File: config.mk
export PLATFORM = sky130hd
export DESIGN_NAME = td4_instr_encoder
export DESIGN_NICKNAME = d
export VERILOG_FILES = /design/src/rtl/td4_instr_encoder.sv
export SDC_FILE = /design/constraint.sdc
export NUM_CORES = 1
export LEC_CHECK = 0
export CAP_MARGIN = 20
export CORE_MARGIN = 4
export CORE_UTILIZATION = 26
export DETAILED_ROUTE_END_ITERATION = 10
export RECOVER_POWER = 50
export SYNTH_ARGS = -nofsm -noshare
export SYNTH_HDL_FRONTEND = slang
export SYNTH_SLANG_ARGS = --single-unit
File: constraint.sdc
create_clock -name clk -period 1.8 [get_ports clk]
set_input_delay 0.36 -clock clk [delete_from_list [all_inputs] [get_ports clk]]
set_output_delay 0.36 -clock clk [all_outputs]
set_load 0.02 [all_outputs]
File: src/rtl/td4_instr_encoder.sv
// -----------------------------------------------------------------------------
// td4_instr_encoder
//
// Purpose:
//   Inverse of the TD4 control decoder. Each request describes one instruction
//   as datapath controls (mux select, one-hot load target, jump condition,
//   immediate). The encoder turns it into the 8-bit TD4 word {opcode, imm} and
//   writes the words to consecutive program-memory addresses starting at 0.
//   Used by the bench/boot path to build program images.
//
// Optional feature (macro TD4_ENC_PAD_EN):
//   defined   : after the final word, the remaining addresses up to 2**AW-1
//               are filled with 8'h00 (ADD A,0 = NOP), one per cycle, in PAD.
//   undefined : the load ends right after the final word; PAD does not exist.
//
// Ports:
//   clk        in   1   system clock, rising edge
//   rst_n      in   1   asynchronous active-low reset
//   start      in   1   begin a new load at address 0 (IDLE/DONE only)
//   in_valid   in   1   request valid
//   in_ready   out  1   request can be accepted (LOAD only)
//   in_sel     in   2   mux select: 0=A, 1=B, 2=IN port, 3=zero
//   in_load    in   4   one-hot load target {PC,OUT,B,A}
//   in_cond    in   1   PC only: 1=JNC, 0=JMP
//   in_imm     in   4   immediate, passed through
//   in_last    in   1   final request of the program
//   pm_we      out  1   program-memory write strobe
//   pm_addr    out  AW  write address
//   pm_wdata   out  8   encoded word
//   err        out  1   sticky illegal-request flag for the current load
//   done       out  1   load complete (high in DONE)
//   dbg_state  out  2   current FSM state (debug)
//
// Handshake: a request transfers on a rising edge where in_valid and in_ready
// are both high; the requester holds all in_* fields stable while in_valid is
// high and not yet accepted. in_ready never depends on in_valid.
// -----------------------------------------------------------------------------
module td4_instr_encoder #(
   parameter int AW = 4
) (
   input  logic          clk,
   input  logic          rst_n,
   input  logic          start,
   input  logic          in_valid,
   output logic          in_ready,
   input  logic [1:0]    in_sel,
   input  logic [3:0]    in_load,
   input  logic          in_cond,
   input  logic [3:0]    in_imm,
   input  logic          in_last,
   output logic          pm_we,
   output logic [AW-1:0] pm_addr,
   output logic [7:0]    pm_wdata,
   output logic          err,
   output logic          done,
   output logic [1:0]    dbg_state
);

   typedef enum logic [1:0] {
      ST_IDLE = 2'd0,
      ST_LOAD = 2'd1,
`ifdef TD4_ENC_PAD_EN
      ST_PAD  = 2'd2,
`endif
      ST_DONE = 2'd3
   } state_t;

   state_t          r_state;
   state_t          w_state_nx;
   logic [AW-1:0]   r_ptr;
   logic            r_end;      // last word issued; leave after its pulse
   logic            r_pm_we;
   logic [AW-1:0]   r_pm_addr;
   logic [7:0]      r_pm_wdata;
   logic            r_err;

   logic            w_in_ready;
   logic            w_accept;
   logic            w_legal;
   logic [3:0]      w_opcode;
   logic            w_at_max;
   logic            w_final;
   logic            w_set_end;

   assign w_in_ready = (r_state == ST_LOAD) && !r_end;
   assign w_accept   = in_valid && w_in_ready;
   assign w_at_max   = (r_ptr == {AW{1'b1}});
   // A load ends on in_last (legal or not) or on a legal word at the top address.
   assign w_final    = w_accept && (in_last || (w_legal && w_at_max));

   // Opcode encoding. A and B take the select directly in the low bits; OUT only
   // exists for odd selects; PC needs the zero select and inverts the condition.
   always_comb begin
      w_legal  = 1'b0;
      w_opcode = 4'h0;
      case (in_load)
         4'b0001: begin
            w_legal  = 1'b1;
            w_opcode = {2'b00, in_sel};
         end
         4'b0010: begin
            w_legal  = 1'b1;
            w_opcode = {2'b01, in_sel};
         end
         4'b0100: begin
            w_legal  = in_sel[0];
            w_opcode = {2'b10, in_sel};
         end
         4'b1000: begin
            w_legal  = (in_sel == 2'b11);
            w_opcode = {3'b111, ~in_cond};
         end
         default: begin
            w_legal  = 1'b0;
            w_opcode = 4'h0;
         end
      endcase
   end

   // The FSM stays in LOAD/PAD for one extra cycle after the last word so that
   // the registered write pulse is never visible while done is high.
   always_comb begin
      w_state_nx = r_state;
      w_set_end  = 1'b0;
      case (r_state)
         ST_IDLE: begin
            if (start) w_state_nx = ST_LOAD;
         end
         ST_LOAD: begin
            if (r_end) begin
               w_state_nx = ST_DONE;
            end else if (w_final) begin
`ifdef TD4_ENC_PAD_EN
               if (w_legal && w_at_max) w_set_end  = 1'b1;
               else                     w_state_nx = ST_PAD;
`else
               w_set_end = 1'b1;
`endif
            end
         end
`ifdef TD4_ENC_PAD_EN
         ST_PAD: begin
            if (r_end)         w_state_nx = ST_DONE;
            else if (w_at_max) w_set_end  = 1'b1;
         end
`endif
         ST_DONE: begin
            if (start) w_state_nx = ST_LOAD;
         end
         default: w_state_nx = ST_IDLE;
      endcase
   end

   always_ff @(posedge clk or negedge rst_n) begin
      if (!rst_n) begin
         r_state    <= ST_IDLE;
         r_ptr      <= '0;
         r_end      <= 1'b0;
         r_pm_we    <= 1'b0;
         r_pm_addr  <= '0;
         r_pm_wdata <= 8'h00;
         r_err      <= 1'b0;
      end else begin
         r_state <= w_state_nx;
         r_pm_we <= 1'b0;
         if (w_set_end) r_end <= 1'b1;
         case (r_state)
            ST_IDLE, ST_DONE: begin
               if (start) begin
                  r_ptr     <= '0;
                  r_end     <= 1'b0;
                  r_err     <= 1'b0;
                  r_pm_addr <= '0;
               end
            end
            ST_LOAD: begin
               if (w_accept) begin
                  if (w_legal) begin
                     r_pm_we    <= 1'b1;
                     r_pm_addr  <= r_ptr;
                     r_pm_wdata <= {w_opcode, in_imm};
                     // Saturate at the top address: the load ends there anyway.
                     if (!w_at_max) r_ptr <= r_ptr + 1'b1;
                  end else begin
                     r_err <= 1'b1;
                  end
               end
            end
`ifdef TD4_ENC_PAD_EN
            ST_PAD: begin
               if (!r_end) begin
                  r_pm_we    <= 1'b1;
                  r_pm_addr  <= r_ptr;
                  r_pm_wdata <= 8'h00;
                  if (!w_at_max) r_ptr <= r_ptr + 1'b1;
               end
            end
`endif
            default: ;
         endcase
      end
   end

   assign in_ready  = w_in_ready;
   assign pm_we     = r_pm_we;
   assign pm_addr   = r_pm_addr;
   assign pm_wdata  = r_pm_wdata;
   assign err       = r_err;
   assign done      = (r_state == ST_DONE);
   assign dbg_state = r_state;

endmodule

==> results.yml, run 1 <==
route:
  met2_length_mm: 1.450
  drc: 0
  highest_layer: "met4"
  vias: 1028
  drt-total-wl_mm: 2.913
  dr.first_iter.drc_count: 63
  drt-wirelength-per-cell_um: 13.55
  viasPerCell: 4.781
  antenna_left: 0
  detail_route.first_pass.iterations: 4
  wl_met1_mm: 1.204
  met3_length_um: 190
timing:
  period_needed_ns: 1.694
  hold_violations: 0
  tightestPinTransition_ns: 0.3192
  skew_ns: 0.005622
  setup_slack_ns: 0.1061
  rsz0062_at_grt: "no"
  slew_viol_final: 0
  setup-violations-final: 0
  fin_crit_sh_pct: 94.10
  max_freq_ghz: 0.5904
  relSlewSlack_pct: 78.58
  whs_ns: 0.5000
floorplan:
  fp.dieW_um: 74.97
  initial_core_util_pct: 26.78
  die-area_um2: 5621
  io_pins: 34
  std_cell_rows: 24
  coreArea_um2: 4354
  dieHeight_um: 74.97
logic_synthesis:
  synth_warnings: 0
  synthCells: 109
  synth_top_area_share_pct: 45.06
  synth.distinct_cells: 37
  synth_edf_count: 0
  yosys_register_bits: 21
  syn_nets: 129
  synth_common_cells: "dfrtp_1, inv_1, a21oi_1, nand2_1, nor2_1"
  async_flop_share_pct: 100.0
  synth_top_flop_cell: "dfrtp_1"
  synth_most_common_cell: "dfrtp_1"
  yosysSeqAreaShare_pct: 45.06
  avgSynthCellArea_um2: 10.70
  synth_area_um2: 1166
  yosysTopAreaCell: "dfrtp_1"
  synth_area_leaders: "dfrtp_1, mux2_2, ha_1, a22o_1, a21oi_1"
worst_setup_path:
  cp_num_buf_inv: 1
  crit_required_ns: 1.98
  path_class: "flop to flop"
  reg2reg_from: "dbg_state[0]"
  start_kind: "flop"
  reg2reg_to: "r_ptr[2]"
  slowest_stage: "dfrtp_2"
  reg2regPathDepth: 6
  crit_chain: "inv_1, ha_1, nand2_1, o21ai_1, and4_1, a211oi_2"
  crit_fanout: 5
  critPathTopFamily: "flip-flops"
  worst_ep_arrival_time_ns: 1.87
  critPathCaptureType: "flop"
  slowest_delay_ns: 0.43
  r2r_setup_slack_ns: 0.11
power_and_ir_drop:
  vdd.ir_drop.worst_mv: 0.3554
  power_mw: 2.222
  power_density_nw_per_um2: 1266
  p_leak_nw: 0.7924
outcome:
  status: "complete, no violations"
min_path:
  worstHoldPathType: "input port to async pin"
cts:
  cts-root-buf: "clkbuf_8"
  cts_made_buffers: 3
  clockBufferDepth: 2
  htree_levels: 1
  cts.sink_count: 21
  path_clk_slew_ns: 0.08
  cts_tree: "yes"
  clock_latency_ns: 0.26
global_routing:
  overflow: 0
  antenna_found_initial: 0
  grt_pass1_vias: 1096
  grt_start_max_net_pins: 22
  grt.total_usage_pct: 11.40
  grt_pass1_wl_mm: 4.905
flow_run:
  maxCapViolations: 0
final_layout:
  nets: 184
  fillCellCount: 422
  antennaDiodeCount: 0
  layout-drive-gt1-share_pct: 29.45
  utilization_pct: 40.32
  postLayoutCellArea_um2: 1755
  area_growth_pct: 50.54
placement:
  dpl_cell_area_um2: 1665
  io_buffer_count: 33
  pre_cts_ws_ns: -0.4540
  dpl.hpwl_mm: 2.179
  place_congestion: 0.8467
how the worst max path moves through the flow:
stage / start / endpoint / slack, ns / cells past startpoint
floorplan: dbg_state[1] / pm_wdata[0] / 0.02 / 7
global placement: in_load[3] / pm_wdata[1] / -0.40 / 6
detailed placement: in_load[3] / pm_addr[2] / -0.45 / 7
CTS: dbg_state[1] / in_ready / 0.02 / 4
global route: dbg_state[0] / r_ptr[2] / 0.02 / 6
finish: dbg_state[0] / r_ptr[2] / 0.11 / 6
area by class of cell:
cell class	instances	area [um^2]	share of cell area [%]
Clock buffer	3	41.29	2.352
Clock inverter	1	5.005	0.2851
Inverter	9	33.78	1.924
Multi-Input combinational cell	76	618.1	35.21
Sequential cell	21	528.0	30.08
Tap cell	52	65.06	3.706
Timing Repair Buffer	53	464.2	26.44
cell families after synthesis:
family | after synthesis | synth area share (%)
and+or+nand+nor | 30 | 14.81
DFF | 21 | 45.06
adders and majority gates | 4 | 4.292
xor gates and xnor gates | 2 | 1.502
AOI/OAI and AO/OA | 33 | 21.89
muxes | 5 | 4.828
buffers and inverters | 14 | 7.618
report_power, final:
part	switching [mW]	internal, mW	leakage, nW
sequential	0.145	0.647	0.264
clock	0.153	0.154	0.0255
combinational	0.575	0.547	0.503
total	0.874	1.35	0.792
placed cells by master (no fill, tap or decap), types with 2 or more instances in the layout:
cell / n
nand2b_1: 2
mux2_2: 5
inv_1: 8
o221ai_1: 3
nor2_1: 6
a22o_1: 5
a31oi_1: 2
dlygate4sd3_1: 7
clkbuf_2: 2
nand2_1: 6
dfrtp_1: 19
clkdlybuf4s50_1: 19
a21oi_1: 7
dfrtp_2: 2
o21ai_0: 4
ha_1: 3
o21a_1: 2
clkbuf_8: 3
buf_4: 20
nand3_1: 4
dlygate4sd2_1: 5
o21ba_4: 2
worst register-to-register path: stages, from the launching register on:
cell and delay (ns):
dfrtp_2 0.43, inv_1 0.06, ha_1 0.35, nand2_1 0.16
o21ai_1 0.16, and4_1 0.26, a211oi_2 0.20
registers in the layout (all words and copies together), names as in the netlist:
register,flops
err,1
dbg_state,2
pm_we,1
pm_addr,4
r_ptr,4
r_end,1
pm_wdata,8
routing by layer:
| layer | vias to the layer above | global-route usage, % |
|---|---|---|
| met4 | 0 | 5.336 |
| met2 | 30 | 20.70 |
| met1 | 491 | 13.00 |
| met5 | - | 0 |
| li1 | 502 | - |
| met3 | 5 | 1.736 |
repair_timing:
item,CTS,global route
hold buffers,0,0
pin swaps,3,1
gates cloned,2,0
setup endpoints to repair,18,17
endpoints found under the hold margin,0,0
gates resized for setup,10,7
setup buffers,2,1
through the flow:
step,setup TNS [ns],std cells
after floorplan,0,109
after global placement,-6.236,206
after detailed placement,-6.938,206
after CTS,0,214
after global routing,0,215
final,0,215
Note: power is estimated with default switching activity, not from simulation.
==> run 2: changes to the inputs <==
- CORE_UTILIZATION: 26 -> 30
- clock period: 1.8 -> 1.4 ns (I/O delays scaled with it)
==> results.yml, run 2 (synthesized netlist as in run 1, its figures left out) <==
cts:
  clock_latency_ns: 0.26
  cts_tree: "yes"
  cts-root-buf: "clkbuf_8"
  cts_made_buffers: 3
  cts.sink_count: 21
  path_clk_slew_ns: 0.08
  ctsHoldBuffers: 0
  clockBufferDepth: 2
  htree_levels: 1
min_path:
  worstHoldPathType: "input port to flop"
route:
  detail_route.first_pass.iterations: 4
  vias: 1096
  drt-wirelength-per-cell_um: 13.69
  dr.first_iter.drc_count: 30
  viasPerCell: 4.786
  drc: 0
  drt-total-wl_mm: 3.135
  antenna_left: 0
timing:
  setup_slack_ns: -0.2312
  skew_ns: 0.005899
  tns_ns: -3.443
  period_needed_ns: 1.631
  hold_violations: 0
  tightestPinTransition_ns: 0.5044
  relSlewSlack_pct: 66.37
  slew_viol_final: 0
  max_freq_ghz: 0.6130
  whs_ns: 0.4382
  fin_crit_sh_pct: 116.5
  rsz0062_at_grt: "yes"
  setup-violations-final: 20
flow_run:
  maxCapViolations: 0
global_routing:
  grt_pass1_wl_mm: 5.216
  grt_pass1_vias: 1154
  grt.total_usage_pct: 12.72
  grt_start_max_net_pins: 22
  antenna_found_initial: 0
  overflow: 0
floorplan:
  dieHeight_um: 70.35
  coreArea_um2: 3716
  initial_core_util_pct: 31.38
  std_cell_rows: 22
  io_pins: 34
  die-area_um2: 4948
  fp.dieW_um: 70.35
placement:
  dp.cells: 214
  dpl_cell_area_um2: 1770
  dpl.hpwl_mm: 2.222
  place_congestion: 0.7925
  io_buffer_count: 33
power_and_ir_drop:
  power_density_nw_per_um2: 1673
  vdd.ir_drop.worst_mv: 0.8922
  power_mw: 3.352
  p_leak_nw: 0.9557
worst_setup_path:
  cp_num_buf_inv: 2
  slowest_stage: "dfrtp_2"
  critPathTopFamily: "flip-flops"
  path_class: "flop to flop"
  crit_required_ns: 1.56
  crit_chain: "inv_2, ha_4, nor2b_4, nand2_2, o21ba_4, buf_8, mux2_4"
  critPathCaptureType: "flop"
  worst_ep_arrival_time_ns: 1.79
  crit_fanout: 6
  slowest_delay_ns: 0.41
  start_kind: "flop"
outcome:
  status: "finished with violations"
  violations: "setup timing"
final_layout:
  area_growth_pct: 71.89
  stdcell_count: 229
  antennaDiodeCount: 0
  mostFrequentLayoutCell: "buf_4"
  largest_register_ffs: 8
  layout-drive-gt1-share_pct: 49.17
  nets: 202
  final_cell_mix: "buf_4, dfrtp_1, dlygate4sd2_1, buf_6, clkdlybuf4s50_1"
  postLayoutCellArea_um2: 2004
## run 2: changes by cell type in the layout (fill, tap and decap cells not counted), moves of 5 or more
cell	previous run	this run
mux2_2	5	0
buf_6	0	9
clkdlybuf4s50_1	19	8
dlygate4sd3_1	7	1
dlygate4sd2_1	5	16
buf_4	20	33
mux2_4	0	5
## run 2: path summary, 6_finish.rpt
check | startpoint | end | slack (ns) | cells after the start
setup / recovery | dbg_state[1] | pm_wdata[2] | -0.23 | 7
hold / removal | in_sel[1] | pm_wdata[5] | 0.44 | 4
setup reg to reg | dbg_state[1] | pm_wdata[2] | -0.23 | 7
hold reg to reg | pm_wdata[4] | pm_wdata[4] | 0.50 | 1
max in group asynchronous | rst_n | dbg_state[0] | 0.52 | 2
min in group asynchronous | rst_n | pm_wdata[2] | 0.50 | 2
## run 2: area by class of cell
cell class                 instances  area, um^2
fill                             337        1712
multi-input combinational         74       714.4
timing repair buffer              73       619.3
sequential                        21       528.0
tap                               48       60.06
clock buffer                       3       41.29
inverter                           9       33.78
clock inverter                     1       7.507
## run 2: metal layers
metal  up-vias  global-route usage (%)  share of wire (%)
met2        18                   21.73                 52
met3         6                   2.878                4.1
met5         -                       0                  0
met4         0                   3.830                1.2
met1       537                   15.82                 43
li1        535                       -                  -
## run 2: per-stage QoR
| stage | utilization [%] | setup slack, ns |
|---|---|---|
| floorplan | - | -0.3839 |
| global placement | 47.64 | -0.7237 |
| detailed placement | 47.64 | -0.8281 |
| CTS | 51.82 | -0.2561 |
| global route | 53.94 | -0.2997 |
| finish | 53.94 | -0.2312 |
## run 2: power by group
group          leakage, nW  switching [mW]  internal, mW
Combinational        0.670           0.944          1.01
Sequential           0.264           0.154         0.831
Clock               0.0217           0.215         0.201
Total                0.956            1.31          2.04
## run 2: tightest hold or removal path, cell delays in order
cell and delay (ns):
buf_2 0.12, buf_4 0.11, a31oi_1 0.03, a21oi_1 0.12
## run 2: repair_timing
action,in CTS,in global routing
endpoints found under the hold margin,0,0
resized for setup,66,24
pin swaps,7,3
endpoints found under the setup margin,38,23
setup buffers,9,2
